`src/rtl/vram_scanout.sv`:
```
// VGA scanout of a 1bpp line-per-word VRAM. Each line is fetched into a buffer during blanking.
// Define SCANOUT_BORDER_EN to force an FG_COLOR frame around the active area.
module vram_scanout #(
  parameter int          H_ACTIVE = 640,
  parameter int          H_FP     = 16,
  parameter int          H_SYNC   = 96,
  parameter int          H_BP     = 48,
  parameter int          V_ACTIVE = 480,
  parameter int          V_FP     = 10,
  parameter int          V_SYNC   = 2,
  parameter int          V_BP     = 33,
  parameter int          PIX_DIV  = 4,
  parameter logic [7:0]  FG_COLOR = 8'hFF,
  parameter logic [7:0]  BG_COLOR = 8'h00
) (
  input  logic                clk_i,
  input  logic                rst_ni,
  input  logic [H_ACTIVE-1:0] vram_rd_data_i,
  output logic [8:0]          vram_addr_o,
  output logic                vram_turn_o,
  output logic                pix_en_o,
  output logic                hsync_o,
  output logic                vsync_o,
  output logic [7:0]          rgb_o,
  output logic                frame_start_o
);

  localparam int H_TOTAL = H_ACTIVE + H_FP + H_SYNC + H_BP;
  localparam int V_TOTAL = V_ACTIVE + V_FP + V_SYNC + V_BP;
  localparam int HW = $clog2(H_TOTAL);
  localparam int VW = $clog2(V_TOTAL);
  localparam int XW = $clog2(H_ACTIVE);
  localparam int DW = (PIX_DIV > 1) ? $clog2(PIX_DIV) : 1;

  localparam logic [DW-1:0] DIV_LAST = DW'(PIX_DIV - 1);
  localparam logic [HW-1:0] H_LAST   = HW'(H_TOTAL - 1);
  localparam logic [HW-1:0] H_ACT    = HW'(H_ACTIVE);
  localparam logic [HW-1:0] HS_BEG   = HW'(H_ACTIVE + H_FP);
  localparam logic [HW-1:0] HS_END   = HW'(H_ACTIVE + H_FP + H_SYNC);
  localparam logic [VW-1:0] V_LAST   = VW'(V_TOTAL - 1);
  localparam logic [VW-1:0] V_ACT    = VW'(V_ACTIVE);
  localparam logic [VW-1:0] VS_BEG   = VW'(V_ACTIVE + V_FP);
  localparam logic [VW-1:0] VS_END   = VW'(V_ACTIVE + V_FP + V_SYNC);

  typedef enum logic [2:0] {
    S_IDLE,
    S_GRANT,
    S_ADDR,
    S_WAIT,
    S_LATCH
  } state_t;

  state_t              state_q, state_d;
  logic [DW-1:0]       div_q, div_d;
  logic [HW-1:0]       hcnt_q, hcnt_d;
  logic [VW-1:0]       vcnt_q, vcnt_d;
  logic [8:0]          tgt_q, tgt_d;
  logic [8:0]          addr_q, addr_d;
  logic                turn_q, turn_d;
  logic [H_ACTIVE-1:0] lbuf_q, lbuf_d;
  logic [7:0]          rgb_q, rgb_d;
  logic                hs_q, hs_d;
  logic                vs_q, vs_d;
  logic                fs_q, fs_d;

  logic                pix_en;
  logic                active;
  logic [XW-1:0]       px;
  logic [VW-1:0]       v_next;
  logic                trigger;
  logic [7:0]          pix_rgb;

  assign pix_en  = (div_q == DIV_LAST);
  assign active  = (hcnt_q < H_ACT) && (vcnt_q < V_ACT);
  assign px      = hcnt_q[XW-1:0];
  assign v_next  = (vcnt_q == V_LAST) ? '0 : vcnt_q + 1'b1;
  assign trigger = pix_en && (hcnt_q == H_ACT) && (v_next < V_ACT);

`ifdef SCANOUT_BORDER_EN
  logic on_border;
  assign on_border = (hcnt_q == '0) || (hcnt_q == HW'(H_ACTIVE - 1)) ||
                     (vcnt_q == '0) || (vcnt_q == VW'(V_ACTIVE - 1));
`endif

  always_comb begin
    div_d  = pix_en ? '0 : div_q + 1'b1;
    hcnt_d = hcnt_q;
    vcnt_d = vcnt_q;
    if (pix_en) begin
      if (hcnt_q == H_LAST) begin
        hcnt_d = '0;
        vcnt_d = v_next;
      end else begin
        hcnt_d = hcnt_q + 1'b1;
      end
    end
  end

  // Sync and colour share one register stage so they stay aligned.
  always_comb begin
    pix_rgb = 8'h00;
    rgb_d   = rgb_q;
    hs_d    = hs_q;
    vs_d    = vs_q;
    if (active) begin
      pix_rgb = lbuf_q[px] ? FG_COLOR : BG_COLOR;
`ifdef SCANOUT_BORDER_EN
      if (on_border) pix_rgb = FG_COLOR;
`endif
    end
    if (pix_en) begin
      rgb_d = pix_rgb;
      hs_d  = !((hcnt_q >= HS_BEG) && (hcnt_q < HS_END));
      vs_d  = !((vcnt_q >= VS_BEG) && (vcnt_q < VS_END));
    end
    fs_d = pix_en && (hcnt_q == '0) && (vcnt_q == '0);
  end

  // GRANT is a guard cycle so a writer mid-access finishes before the address moves.
  always_comb begin
    state_d = state_q;
    tgt_d   = tgt_q;
    addr_d  = addr_q;
    turn_d  = turn_q;
    lbuf_d  = lbuf_q;
    unique case (state_q)
      S_IDLE: begin
        if (trigger) begin
          state_d = S_GRANT;
          tgt_d   = 9'(v_next);
          turn_d  = 1'b0;
        end
      end
      S_GRANT: begin
        state_d = S_ADDR;
        addr_d  = tgt_q;
      end
      S_ADDR:  state_d = S_WAIT;
      S_WAIT:  state_d = S_LATCH;
      S_LATCH: begin
        state_d = S_IDLE;
        lbuf_d  = vram_rd_data_i;
        turn_d  = 1'b1;
      end
      default: state_d = S_IDLE;
    endcase
  end

  always_ff @(posedge clk_i) begin
    if (!rst_ni) begin
      state_q <= S_IDLE;
      div_q   <= '0;
      hcnt_q  <= '0;
      vcnt_q  <= '0;
      tgt_q   <= '0;
      addr_q  <= '0;
      turn_q  <= 1'b1;
      lbuf_q  <= '0;
      rgb_q   <= 8'h00;
      hs_q    <= 1'b1;
      vs_q    <= 1'b1;
      fs_q    <= 1'b0;
    end else begin
      state_q <= state_d;
      div_q   <= div_d;
      hcnt_q  <= hcnt_d;
      vcnt_q  <= vcnt_d;
      tgt_q   <= tgt_d;
      addr_q  <= addr_d;
      turn_q  <= turn_d;
      lbuf_q  <= lbuf_d;
      rgb_q   <= rgb_d;
      hs_q    <= hs_d;
      vs_q    <= vs_d;
      fs_q    <= fs_d;
    end
  end

  assign vram_addr_o   = addr_q;
  assign vram_turn_o   = turn_q;
  assign pix_en_o      = pix_en;
  assign hsync_o       = hs_q;
  assign vsync_o       = vs_q;
  assign rgb_o         = rgb_q;
  assign frame_start_o = fs_q;

endmodule

```
`config.mk`:
```
export PLATFORM = sky130hd
export DESIGN_NAME = vram_scanout
export DESIGN_NICKNAME = d
export VERILOG_FILES = /design/src/rtl/vram_scanout.sv
export SDC_FILE = /design/constraint.sdc
export NUM_CORES = 2
export LEC_CHECK = 0
export CORE_MARGIN = 3
export CORE_UTILIZATION = 25
export CTS_CLUSTER_DIAMETER = 30
export DETAILED_ROUTE_END_ITERATION = 16
export GPL_ROUTABILITY_DRIVEN = 0
export SLEW_MARGIN = 20
export SYNTH_ARGS = -nofsm -noshare
export SYNTH_HDL_FRONTEND = slang
export SYNTH_SLANG_ARGS = --single-unit
export TNS_END_PERCENT = 10
```
`constraint.sdc`:
```
create_clock -name clk_i -period 7.6 [get_ports clk_i]
set_input_delay 1.14 -clock clk_i [delete_from_list [all_inputs] [get_ports clk_i]]
set_output_delay 1.14 -clock clk_i [all_outputs]
set_load 0.005 [all_outputs]
```
==> impl_metrics.json <==
{
  "status": "complete, no violations",
  "port_buffers": 663,
  "powerDensity_nw_per_um2": 268,
  "dpl_cell_area_um2": 38500,
  "clkLatencyLatePin_ns": 0.75,
  "antenna_found_initial": 22,
  "holdPathStages": 1,
  "min_period_over_period_pct": 56.6,
  "async_reset_ff_share_pct": 0,
  "post-route-min-period_ns": 4.30,
  "postCtsResizedCells": 0,
  "clk_pin_slew_ns": 0.04,
  "grt_pass1_wl_mm": 171,
  "hp-class": "reg -> reg",
  "wl_mm": 117,
  "skew_ns": 0.0435,
  "root_buffer": "clkbuf_16",
  "hold_end": "div_q[0]",
  "hold_violations": 0,
  "vias": 26900,
  "yosys-top-cells-count": "nand2_1, dfxtp_1, a21boi_0",
  "wl_per_cell_um": 20.4,
  "synthCells": 3411,
  "design.core.area_um2": 121000,
  "cts_num_sinks": 688,
  "arrival_ns": 4.89,
  "cts_buffer_depth": 3,
  "setup-tns-final_ns": 0,
  "synth_warnings": 0,
  "ys_ff_latch": 688,
  "avgSynthCellArea_um2": 9.00,
  "synth_cell_types": 56,
  "synth_edf_count": 0,
  "relSlewSlack_pct": 13.0,
  "leakage_nw": 14.7,
  "stdcell_area_um2": 44900,
  "yosys-top-cells-area": "dfxtp_1, nand2_1, a21boi_0, mux4_2, clkbuf_1",
  "max-vdd-ir-drop_v": 0.000196,
  "synth.most_common_cell": "nand2_1",
  "n_fill_cell": 12000,
  "post_cts_buffers": 0,
  "track_usage_pct": 17.9,
  "required_ns": 8.19,
  "first_pass_iters": 5,
  "avgViaCountPerCell": 4.67,
  "cts-buffers-inserted": 173,
  "start_util_pct": 25.4,
  "drt_iter0_markers": 2187,
  "tightest_slew_ns": 1.30,
  "crit_path_start": "hcnt_q[0]",
  "antenna_left": 0,
  "rows": 127,
  "drv_cap": 0,
  "cts_tree": "done",
  "worstReg2RegEnd": "rgb_o[6]",
  "rsz0062_at_grt": "false",
  "r2r_cells": 9,
  "gr-total-overflow": 0,
  "cp_max_fo": 36,
  "start_kind": "flip-flop",
  "finalSetupViolations": 0,
  "die_h_um": 356,
  "grt_pass1_vias": 27100,
  "die_x_um": 356,
  "synth_ff_type": "dfxtp_1",
  "yosysTopAreaCell": "dfxtp_1",
  "cts_hold_buf": 0,
  "pin_count": 664,
  "crit_path_end_kind": "flip-flop",
  "r2r_slack_ns": 3.30,
  "grt_max_degree": 224,
  "max_freq_mhz": 233,
  "dieArea_um2": 127000,
  "area_growth_pct": 46.4,
  "seq_area_frac_synth_pct": 44.9,
  "hpwlAfterDp_mm": 82.7,
  "critPathKind": "reg -> reg",
  "reg2reg_from": "hcnt_q[0]",
  "drive_above_1_share_pct": 12.4,
  "synth_nets": 4058,
  "worstHoldStart": "div_q[0]",
  "finalNetCount": 4633,
  "htreeDepth": 4,
  "synth_top_area_share_pct": 44.9,
  "slew_viol_final": 0,
  "syn_area_um2": 30700,
  "drc": 0
}
==> sequential cells by signal, summed over array words and instances, names as in the netlist, 2 cells and up <==
signal	cells
div_q	2
hcnt_q	10
lbuf_q	640
state_q	3
tgt_q	9
vcnt_q	10
vram_addr_o	9
==> area by class of cell <==
cell class              instances  area, µm²  area share (%)
diodes                         12       30.0          0.0668
clock buffers                 240       4980            11.1
clock inverters                82       1440            3.20
inverters                       9       35.0          0.0780
multi-input cells            2425      15700            34.9
flip-flops and latches        688      13800            30.7
well taps                    1612       2020            4.49
repair buffers                689       6940            15.4
==> worst max-delay path, stage by stage (launching register included) <==
cell and delay [ns]:
dfxtp_4 0.82, buf_4 0.73, mux4_2 0.62, a22oi_1 0.19, a211oi_1 0.13, nor4_1 0.60, buf_4 0.24, o32ai_1 0.07
a211oi_1 0.54, o31ai_1 0.17
==> kinds of logic (layout without fill, tap and decap cells) <==
| logic type | after synthesis | count (layout) | share of synthesized area, % |
|---|---|---|---|
| multiplexers | 212 | 212 | 14.0 |
| AND/OR/NAND/NOR | 1465 | 1465 | 18.7 |
| flip-flops | 688 | 688 | 44.9 |
| adder cells (fa/ha/maj) | 5 | 5 | 0.204 |
| other | 0 | 12 | 0 |
| AO/OA/AOI/OAI | 724 | 724 | 17.6 |
| buffers and inverters | 298 | 1020 | 4.04 |
| XOR/XNOR | 19 | 19 | 0.542 |
==> placed cells by master (no fill, tap or decap), drive strengths merged, types with 4 or more instances in the layout <==
| cell type | n |
|---|---|
| nor2 | 27 |
| mux2 | 5 |
| nor2b | 24 |
| nand3b | 4 |
| a21boi | 649 |
| dfxtp | 688 |
| mux2i | 34 |
| clkinv | 30 |
| nand4 | 6 |
| clkbuf | 240 |
| nand2 | 1336 |
| a22oi | 12 |
| nor3 | 10 |
| clkinvlp | 21 |
| diode | 12 |
| a211oi | 5 |
| and2 | 7 |
| o22ai | 12 |
| nand4b | 4 |
| nor4 | 6 |
| xor2 | 8 |
| bufinv | 26 |
| ha | 5 |
| inv | 14 |
| o21ai | 8 |
| buf | 27 |
| clkdlybuf4s50 | 662 |
| a31oi | 10 |
| and3 | 6 |
| xnor2 | 11 |
| a21oi | 6 |
| or3 | 9 |
| mux4 | 173 |
| nand3 | 17 |
==> worst max-delay path by stage <==
stage	slack [ns]	depth (start not counted)	endpoint
6_report	3.30	9	rgb_o[6]
5_1_grt	3.00	9	rgb_o[6]
4_1_cts	3.13	9	rgb_o[6]
3_5_place_dp	3.14	9	rgb_o[6]
3_3_place_gp	3.07	9	rgb_o[6]
2_1_floorplan	4.97	14	tgt_q[1]
==> through the flow <==
step / power [mW] / hold slack [ns] / setup slack, ns / utilization, % / std cells
2_1_floorplan: 3.84 / 0.398 / 4.97 / - / 3411
3_3_place_gp: 4.23 / 0.407 / 3.07 / 31.8 / 5423
3_5_place_dp: 4.23 / 0.416 / 3.14 / 31.8 / 5423
4_1_cts: 12.2 / 0.423 / 3.13 / 37.1 / 5745
5_1_grt: 12.4 / 0.452 / 3.00 / 37.1 / 5750
6_report: 12.1 / 0.418 / 3.30 / 37.1 / 5757
==> power breakdown <==
group	internal (mW)	switching [mW]
sequential	3.62	0.00986
combinational	0.371	0.162
clock	5.48	2.41
==> per-layer routing <==
layer	vias up	global-route usage, %	routed length (µm)
met3	200	4.76	9130
met5	-	0	109
met4	16	6.19	3150
li1	12800	-	-
met2	932	30.0	56700
met1	12900	22.2	48200
No activity file was read; power rests on OpenSTA's default activity.
